[src/rtl/demux_rr_dispatcher.sv]
// Stream dispatcher for a 1-to-N demux: steers each accepted word into a one-deep
// per-output holding register, round-robin or fixed, with a flush/drain sequence.
module demux_rr_dispatcher #(
  parameter int width = 8,
  parameter int snum  = 1,
  localparam int n    = 2 ** snum
) (
  input  logic                 clk,
  input  logic                 rst,
  input  logic [width-1:0]     i,
  input  logic                 i_valid,
  output logic                 i_ready,
  input  logic                 mode,
  input  logic [snum-1:0]      sel,
  input  logic                 flush,
  output logic [n*width-1:0]   o,
  output logic [n-1:0]         o_valid,
  input  logic [n-1:0]         o_ready,
  output logic                 flush_done,
  output logic [snum-1:0]      ptr,
  output logic [1:0]           state
);

  typedef enum logic [1:0] {
    RUN   = 2'd0,
    DRAIN = 2'd1,
    DONE  = 2'd2
  } state_t;

  state_t            st_q, st_d;
  logic [n-1:0]      can_acc;
  logic [snum-1:0]   tgt;
  logic [snum-1:0]   scan_idx;
  logic              elig;
  logic              accept;

  // Handshakes: a word moves only in a cycle where valid & ready are both high at
  // the clock edge; ready never looks at valid, and a stalled word must stay stable.
  assign can_acc = ~o_valid | o_ready;

  always_comb begin
    tgt      = ptr;
    elig     = 1'b0;
    scan_idx = ptr;
    if (mode) begin
      tgt  = sel;
      elig = can_acc[sel];
    end else begin
      for (int j = 0; j < n; j++) begin
        scan_idx = ptr + snum'(j);
        if (!elig && can_acc[scan_idx]) begin
          tgt  = scan_idx;
          elig = 1'b1;
        end
      end
    end
  end

  assign i_ready    = (st_q == RUN) && !flush && elig;
  assign accept     = i_valid && i_ready;
  assign flush_done = (st_q == DONE);
  assign state      = st_q;

  // A load wins over a same-cycle transfer, so the channel stays valid with the new word.
  always_ff @(posedge clk) begin
    if (rst) begin
      o       <= '0;
      o_valid <= '0;
      ptr     <= '0;
    end else begin
      for (int k = 0; k < n; k++) begin
        if (accept && (tgt == snum'(k))) begin
          o[k*width +: width] <= i;
          o_valid[k]          <= 1'b1;
        end else if (o_ready[k]) begin
          o_valid[k] <= 1'b0;
        end
      end
      if (accept) begin
        ptr <= tgt + snum'(1);
      end
    end
  end

  always_ff @(posedge clk) begin
    if (rst) begin
      st_q <= RUN;
    end else begin
      st_q <= st_d;
    end
  end

  always_comb begin
    st_d = st_q;
    case (st_q)
      RUN:     if (flush) st_d = DRAIN;
      DRAIN:   if (o_valid == '0) st_d = DONE;
      DONE:    st_d = RUN;
      default: st_d = RUN;
    endcase
  end

endmodule

[config.mk]
export PLATFORM = sky130hd
export DESIGN_NAME = demux_rr_dispatcher
export DESIGN_NICKNAME = d
export VERILOG_FILES = /design/src/rtl/demux_rr_dispatcher.sv
export SDC_FILE = /design/constraint.sdc
export NUM_CORES = 1
export LEC_CHECK = 0
export BUFFER_PORTS_ARGS = -buffer_cell sky130_fd_sc_hd__buf_2
export CAP_MARGIN = 20
export CORE_AREA = 2 2 54 51
export CTS_CLUSTER_SIZE = 8
export DETAILED_ROUTE_END_ITERATION = 8
export DIE_AREA = 0 0 56 53
export HOLD_SLACK_MARGIN = 0.1
export MAX_ROUTING_LAYER = met4
export PLACE_DENSITY = 0.68
export SLEW_MARGIN = 0
export SYNTH_ARGS = -nofsm -noshare
export SYNTH_HDL_FRONTEND = slang
export SYNTH_SLANG_ARGS = --single-unit
[constraint.sdc]
create_clock -name clk -period 1.5 [get_ports clk]
set_input_delay 0 -clock clk [delete_from_list [all_inputs] [get_ports clk]]
set_output_delay 0 -clock clk [all_outputs]
set_load 0.02 [all_outputs]
==> run metrics, run 1 <==
status finished, final reports clean; die span in x 56 µm; type of origin of the critical path flip-flop; layout filler cell count 218; clk sink count 21; Max FO, Critical Path 3; chip height between 50 and 60 µm; wire per inst about 12 µm; RSZ-0062 raised after global routing true; Cell Pwr Density between 800 and 900 nW/µm²; Row Count 17; final RePlAce weighted congestion between 0.6 and 0.7; Root Buffer clkbuf_4; largest cells by area after synthesis dfxtp_1, nand2b_1, mux2i_1, nor4b_4, nand4_4; placed cells 156; crit path DAT roughly 1.5 ns; Finished Cell Area roughly 1300 µm²; ys async rst share 0%; initial core utilization 40.2%; area post-placement approximately 1200 µm²; kind of critical path flip-flop to output port; area taken by multi-input logic gates 529 µm²; initial antenna violation count 0; post-synth top area share 43.9%; data required time of the worst path 1.50 ns; diode count 0; post-synth top area cell dfxtp_1; Unique masters post-synth 24; synth-to-layout area growth 39.8%; largest net degree at the start of global routing 30; Avg Cell Area, Syn 10.5 µm²; total CTS buffers 3; IO buf count 38; CTS tree done; Slew Limit Fails 0; yosys warns 0; Synth Net Count about 110; Total GRT Usage 15.8%; # setup viols final 0; Commonest cells post-synth nand2b_1, dfxtp_1, mux2i_1; clock slew at reported path FFs 0.12 ns; DRT iter0 DRCs 25; routed vias/inst 4.84; nets@finish 160; utilization after layout 56.3%; clock skew 0.00724 ns; ys flop type dfxtp_1; Synth Register Bits 21; final HPWL from detailed placement 1520 µm; Worst slew margin 75.3%; htree depth 1; total gr overflow 0; endpoint class of the critical path output port; Lkg Pwr 0.631 nW; Register Area around 420 µm²; vias in the first global route just over 800; post-synthesis sequential area ratio 43.9%; antenna viol nets, final 0; Hold WS 0.121 ns; core area approximately 2400 µm²; Post-synth EDFFs 0; Syn Std Cell Area 958 µm²; Pre-Repair DR Iteration Count 4; final period utilization a little over nine tenths; fin cells 171; Gate Count Post-Synth 91; layout cells sized above 1 38.5%; min-delay worst type primary input to flip-flop; # DRC 0; Slew @ Worst Pin roughly 0.36 ns; total power ~1.1 mW; global-route wire length before repair 3630 µm; detailed-route wire length roughly 2100 µm; Vias 828; count leader, synth nand2b_1; Peak supply drop 0.607 mV; final hold violation count 0; Max Cap Violations 0; full die area 2970 µm²; Clock Tree Buf Depth 2; Clock Latency Late Sink 0.30 ns; Peak Freq 681 MHz; I/O pins 39; crit path time final 1.47 ns
[routing by layer]
layer	part of all wire [%]	vias to the layer above	GRT usage, %	wire, µm
met5	0	-	-	0
met3	6.1	2	3.18	129
met2	48	26	26.9	1010
met4	0.43	0	5.95	9
met1	46	382	18.9	968
li1	-	418	-	-
[per-stage QoR]
step | setup TNS (ns) | setup slack (ns)
6_report | 0 | 0.0311
5_1_grt | -0.0330 | -0.0330
4_1_cts | 0 | 0.0218
3_5_place_dp | -0.00184 | -0.00184
3_3_place_gp | 0 | 0.0627
2_1_floorplan | 0 | 0.110
[cells in the final DEF, fill, tap and decap left out]
cell / Yosys / layout
a2111oi_0: 1 / 1
a21o_1: 1 / 1
a21oi_1: 3 / 3
a31oi_1: 1 / 1
and2b_1: 1 / 1
and3_4: 0 / 1
and4_4: 0 / 1
and4b_1: 1 / 1
buf_2: 0 / 37
buf_4: 0 / 4
buf_6: 1 / 1
clkbuf_1: 3 / 1
clkbuf_4: 0 / 3
dfxtp_1: 21 / 19
dfxtp_2: 0 / 2
dlygate4sd3_1: 0 / 10
mux2i_1: 16 / 16
nand2_1: 2 / 2
nand2b_1: 26 / 26
nand3_1: 1 / 1
nand3b_1: 1 / 1
nand4_4: 1 / 1
nor2_1: 2 / 2
nor2b_4: 1 / 1
nor3_1: 2 / 1
nor3_2: 0 / 1
nor4b_4: 1 / 1
or2_4: 0 / 1
or2b_1: 1 / 1
or3_4: 1 / 1
[critical path, cell delays in order (launching register included)]
cell and delay [ns]:
dfxtp_2 0.34, or2b_1 0.26, or2_4 0.24, and4b_1 0.20
buf_6 0.13
[power breakdown]
| part | internal (mW) | switching [mW] |
|---|---|---|
| Combinational | 0.120 | 0.123 |
| Sequential | 0.585 | 0.0168 |
| Clock | 0.103 | 0.162 |
[state kept, by name, summed over array words and instances, names as in the netlist]
name,flops
ptr,1
state,2
o_valid,2
o,16
[cell families (layout without fill, tap and decap cells)]
logic type	after synthesis	count (layout)	share of synthesized area, %
DFF	21	21	43.9
buffers and inverters	4	56	2.35
and+or+nand+nor	44	44	33.2
AOI/OAI and AO/OA	6	6	3.92
muxes	16	16	16.7
[cell type report]
| cell class | count | area share, % |
|---|---|---|
| tap | 28 | 2.61 |
| timing repair buffer | 52 | 24.4 |
| sequential | 21 | 31.6 |
| clock buffer | 4 | 1.96 |
| multi-input combinational | 66 | 39.5 |
[final timing paths]
check	cells after the start	endpoint	slack (ns)	start
worst max-delay path	4	i_ready	0.03	o_valid[0]
worst min-delay path	2	o_valid[0]	0.12	rst
worst max register to register	5	o[9]	0.11	o_valid[0]
worst min register to register	2	o[13]	0.48	o[13]
[timing repair]
item                       in CTS  in global routing
buffers inserted                1                  0
setup endpoints to repair       2                  4
pin swaps                       0                  1
gates resized for setup         4                  5
hold endpoints to repair       18                  0
hold buffers                   10                  0
No activity file was read; power rests on OpenSTA's default activity.
==> run 2: changes to the inputs <==
Settings changed: CELL_PAD_IN_SITES_DETAIL_PLACEMENT from default to 1, CELL_PAD_IN_SITES_GLOBAL_PLACEMENT from default to 2, CORE_AREA 2 2 54 51 to 2 2 66 62, DIE_AREA 0 0 56 53 to 0 0 68 64, PLACE_DENSITY 0.68 to 0.74.
==> run 2 against run 1 <==
Against the previous run: global-route usage decreased by 4.3 points; final cell count rose by 11%; hold slack improved by 0.049 ns; setup slack improved by 0.025 ns; power grew 9.2%; largest cell class unchanged; critical path depth unchanged; maximum frequency increased by 1.7%; core utilization shrank 18 points.
==> run metrics, run 2 (same netlist as run 1, synthesis figures left out) <==
# DRC 0; Cell Pwr Density 874 nW/µm²; synth-to-layout area growth 44.6%; most frequent cells in the layout buf_2, nand2b_1, dfxtp_1; final period utilization 96.3%; WP depth 4; wire per inst 12.5 µm; Largest register FFs 16; fin cells 189; final hold violation count 0; placed cells between 150 and 200; IO buf count 38; crit path buf inv count 1; crit path time final 1.44 ns; vias in the first global route between 800 and 900; layout cells sized above 1 a little under two fifths; die span in x ~68 µm; # setup viols final 0; status finished, final reports clean; r2r worst-path depth 4; r2r endpoint o[5]; Largest Register o; htree depth 1; largest net degree at the start of global routing 30; reg-to-reg setup timing slack 0.06 ns; Crit path max-delay family simple AND/OR/NAND/NOR gates; antenna viol nets, final 0; Peak supply drop 0.302 mV; DRT iter0 DRCs 15; clk sink count 21; global-route wire length before repair between 3000 and 4000 µm; kind of critical path flip-flop to flip-flop; data required time of the worst path 1.68 ns; final RePlAce weighted congestion 0.717; CTS tree done; Pre-Repair DR Iteration Count 3; min-delay worst type primary input to flip-flop; Slew @ Worst Pin 0.427 ns; crit-path cells nor4b_4 > and3_4 > buf_12 > mux2i_1; total gr overflow 0; reg-to-reg startpoint state[1]; Crit path largest cell delay 0.44 ns; Lkg Pwr 0.652 nW; Max Cap Violations 0; Root Buffer clkbuf_8; diode count 0; clock skew around 0.0060 ns; Clock Latency Late Sink 0.25 ns; routed vias/inst 4.47; Total GRT Usage between 10% and 20%; Worst Setup EP o[5]; full die area 4350 µm²; type of origin of the critical path flip-flop; I/O pins 39; total CTS buffers 3; setup ws final 0.0557 ns; nets@finish 160; endpoint class of the critical path flip-flop; utilization after layout between 30% and 40%; clock slew at reported path FFs about 0.08 ns; Max FO, Critical Path 6; crit path from state[1]; initial antenna violation count 0; Row Count 21; final HPWL from detailed placement 1740 µm; core area about 3600 µm²; Clock Tree Buf Depth 2; Peak Freq 692 MHz; Placement Setup Slack 0.0598 ns; Vias 845; layout filler cell count 417; most common cell after layout, fill and taps aside buf_2; Worst slew margin 71.4%; initial core utilization roughly a quarter; detailed-route wire length between 2000 and 2500 µm; Post-Route Setup TNS 0 ns; Slew Limit Fails 0; crit path DAT 1.62 ns; chip height approximately 64 µm; slowest cell on the critical path nor4b_4
## run 2: changes by cell type in the layout (fill, tap and decap cells not counted), moves of 2 or more
| cell | change |
|---|---|
| clkbuf_4 | -3 |
| dlygate4sd3_1 | -2 |
| clkbuf_8 | +3 |
| buf_4 | +2 |
## run 2: worst register-to-register path, delay by kind of cell (launching register included)
kind	cells	cell delay, ns
and+or+nand+nor	2	0.72
DFF	1	0.34
muxes	1	0.19
buffers and inverters	1	0.12
## run 2: area by class of cell
type                    instances  area [µm²]  area share, %
flip-flops and latches         21         422           30.4
multi-input cells              66         524           37.8
clock buffers                   4        45.0           3.25
repair buffers                 52         338           24.4
well taps                      46        57.6           4.15
## run 2: power breakdown
part	total [mW]	leakage [nW]	internal [mW]	switching, mW
registers	0.603	0.171	0.585	0.0180
logic	0.250	0.458	0.125	0.125
clock network	0.359	0.0228	0.189	0.171
total	1.21	0.652	0.898	0.314
## run 2: worst min-delay path by stage
stage | to | depth (start not counted) | startpoint | slack, ns
2_1_floorplan | o[1] | 2 | i[1] | 0.18
3_3_place_gp | o[1] | 3 | i[1] | 0.29
3_5_place_dp | o[14] | 3 | i[6] | 0.31
4_1_cts | o_valid[0] | 2 | rst | 0.17
5_1_grt | o_valid[0] | 2 | rst | 0.22
6_report | o_valid[0] | 2 | rst | 0.17
## run 2: timing repair
item / 4_1_cts / 5_1_grt
pin swaps: 0 / 3
buffers inserted: 2 / 1
resized for setup: 3 / 3
setup endpoints to repair: 1 / 4
gates cloned: 0 / 0
endpoints found under the hold margin: 17 / 0
hold buffers: 9 / 0
## run 2: through the flow
step	hold slack, ns	power, mW	area, µm²
after floorplan	0.176	0.754	958
after global placement	0.288	0.834	1220
after detailed placement	0.308	0.839	1220
after CTS	0.171	1.23	1380
after global routing	0.216	1.28	1390
final	0.170	1.21	1390
## run 2: layer usage
| metal | GRT usage [%] | share of wire (%) |
|---|---|---|
| met4 | 2.25 | 0.34 |
| met3 | 2.64 | 5.5 |
| met5 | - | 0 |
| met1 | 13.7 | 46 |
| met2 | 19.9 | 48 |
==> run 3: changes to the inputs <==
Clock period 1.5 ns to 1.4 ns, I/O delays scaled along.
==> run 3 against run 2 <==
Against the previous run: the run now ends with negative setup slack left; critical path depth is the same; clock skew is 0.0040 ns lower; non-clock buffer count up 1; clock-buffer cell count did not move; core utilization up 0.38 points; sequential power up 7.1%; setup slack got worse by 0.078 ns; via count is 0.12% higher; critical path type is now flip-flop to output port; largest power group unchanged.
==> run metrics, run 3 (same netlist as run 1, synthesis figures left out) <==
Pre-Repair DR Iteration Count 4; Post-Route Setup TNS -0.0225 ns; Total GRT Usage 11.9%; I/O pins 39; global-route wire length before repair roughly 3900 µm; diode count 0; synth-to-layout area growth 46.1%; # setup viols final 1; htree depth 1; clk sink count 21; utilization after layout 38.6%; die span in x 68 µm; crit path DAT 1.42 ns; data required time of the worst path 1.40 ns; area post-placement ~1200 µm²; total power between 1 and 1.5 mW; Row Count 21; Worst slew margin 73.4%; chip height ~64 µm; Peak supply drop roughly 0.37 mV; type of origin of the critical path flip-flop; Slew @ Worst Pin 0.389 ns; Placement Setup Slack approximately 0.05 ns; Max FO, Critical Path 3; Largest register FFs 16; Largest Register o; final HPWL from detailed placement approximately 1800 µm; initial antenna violation count 0; RSZ-0062 raised after global routing true; vias in the first global route just over 800; CTS tree done; most common cell after layout, fill and taps aside buf_2; total CTS buffers 3; Vias 846; setup ws final -0.0225 ns; Slew Limit Fails 0; final period utilization 102%; Finished Cell Area 1400 µm²; status complete, but fails checks; nets@finish ~160; detailed-route wire length 2390 µm; Cell Pwr Density 935 nW/µm²; IO buf count 38; Lkg Pwr 0.652 nW; final RePlAce weighted congestion between 0.8 and 0.9; core area 3630 µm²; layout filler cell count 424; largest net degree at the start of global routing 30; r2r worst-path depth 5; hold path cells 3; # DRC 0; Clock Tree Buf Depth 2; total gr overflow 0; Peak Freq 703 MHz; Root Buffer clkbuf_8; DRT iter0 DRCs 33; initial core utilization 26.4%; crit path time final ~1.4 ns; layout cells sized above 1 roughly two fifths; failing checks negative setup slack; full die area ~4400 µm²; kind of critical path flip-flop to output port; most frequent cells in the layout buf_2, nand2b_1, dfxtp_1; Max Cap Violations 0; wire per inst 12.6 µm; final hold violation count 0; clock skew roughly 0.002 ns; routed vias/inst 4.45; antenna viol nets, final 0; min-delay worst type primary input to flip-flop; Clock Latency Late Sink 0.25 ns; clock slew at reported path FFs roughly 0.070 ns; endpoint class of the critical path output port
==> run 3: power by group <==
group          internal (mW)  switching, mW
Clock                  0.202          0.189
Combinational          0.136          0.136
Sequential             0.627         0.0195
Total                  0.965          0.344
==> run 3: repair_timing <==
action / in CTS / in global routing
buffers inserted: 1 / 1
hold endpoints to repair: 16 / 0
gates cloned: 0 / 0
setup endpoints to repair: 1 / 14
pin swaps: 1 / 3
resized for setup: 5 / 4
hold buffers: 8 / 0
==> run 3: final timing paths <==
check	from	endpoint	slack, ns
max	o_valid[0]	i_ready	-0.02
max reg2reg	o_valid[0]	o[12]	0.02
min reg2reg	o[4]	o[4]	0.48
min	flush	state[0]	0.13
==> run 3: area by class of cell <==
cell class / instances / area [µm²] / share of cell area (%)
multi-input combinational: 66 / 533 / 38.1
tap: 46 / 57.6 / 4.11
timing repair buffer: 53 / 342 / 24.4
clock buffer: 4 / 45.0 / 3.22
sequential: 21 / 423 / 30.2
==> run 3: layer usage <==
metal | share of wire (%) | track usage [%] | vias up
li1 | - | - | 416
met1 | 45 | 15.9 | 402
met2 | 48 | 18.1 | 28
met3 | 6.5 | 2.29 | 0
met4 | 0 | 3.75 | 0
met5 | 0 | - | -
==> run 3: through the flow <==
stage / instances / hold WS (ns)
after CTS: 189 / 0.142
final: 190 / 0.130
after global routing: 190 / 0.182
after detailed placement: 176 / 0.302
after floorplan: 91 / 0.176
after global placement: 176 / 0.282
==> run 3: worst max-delay path, cell delays in order (launching register included) <==
cell	delay, ns
dfxtp_2	0.33
or2b_1	0.27
or2_4	0.24
and4b_1	0.19
buf_6	0.13
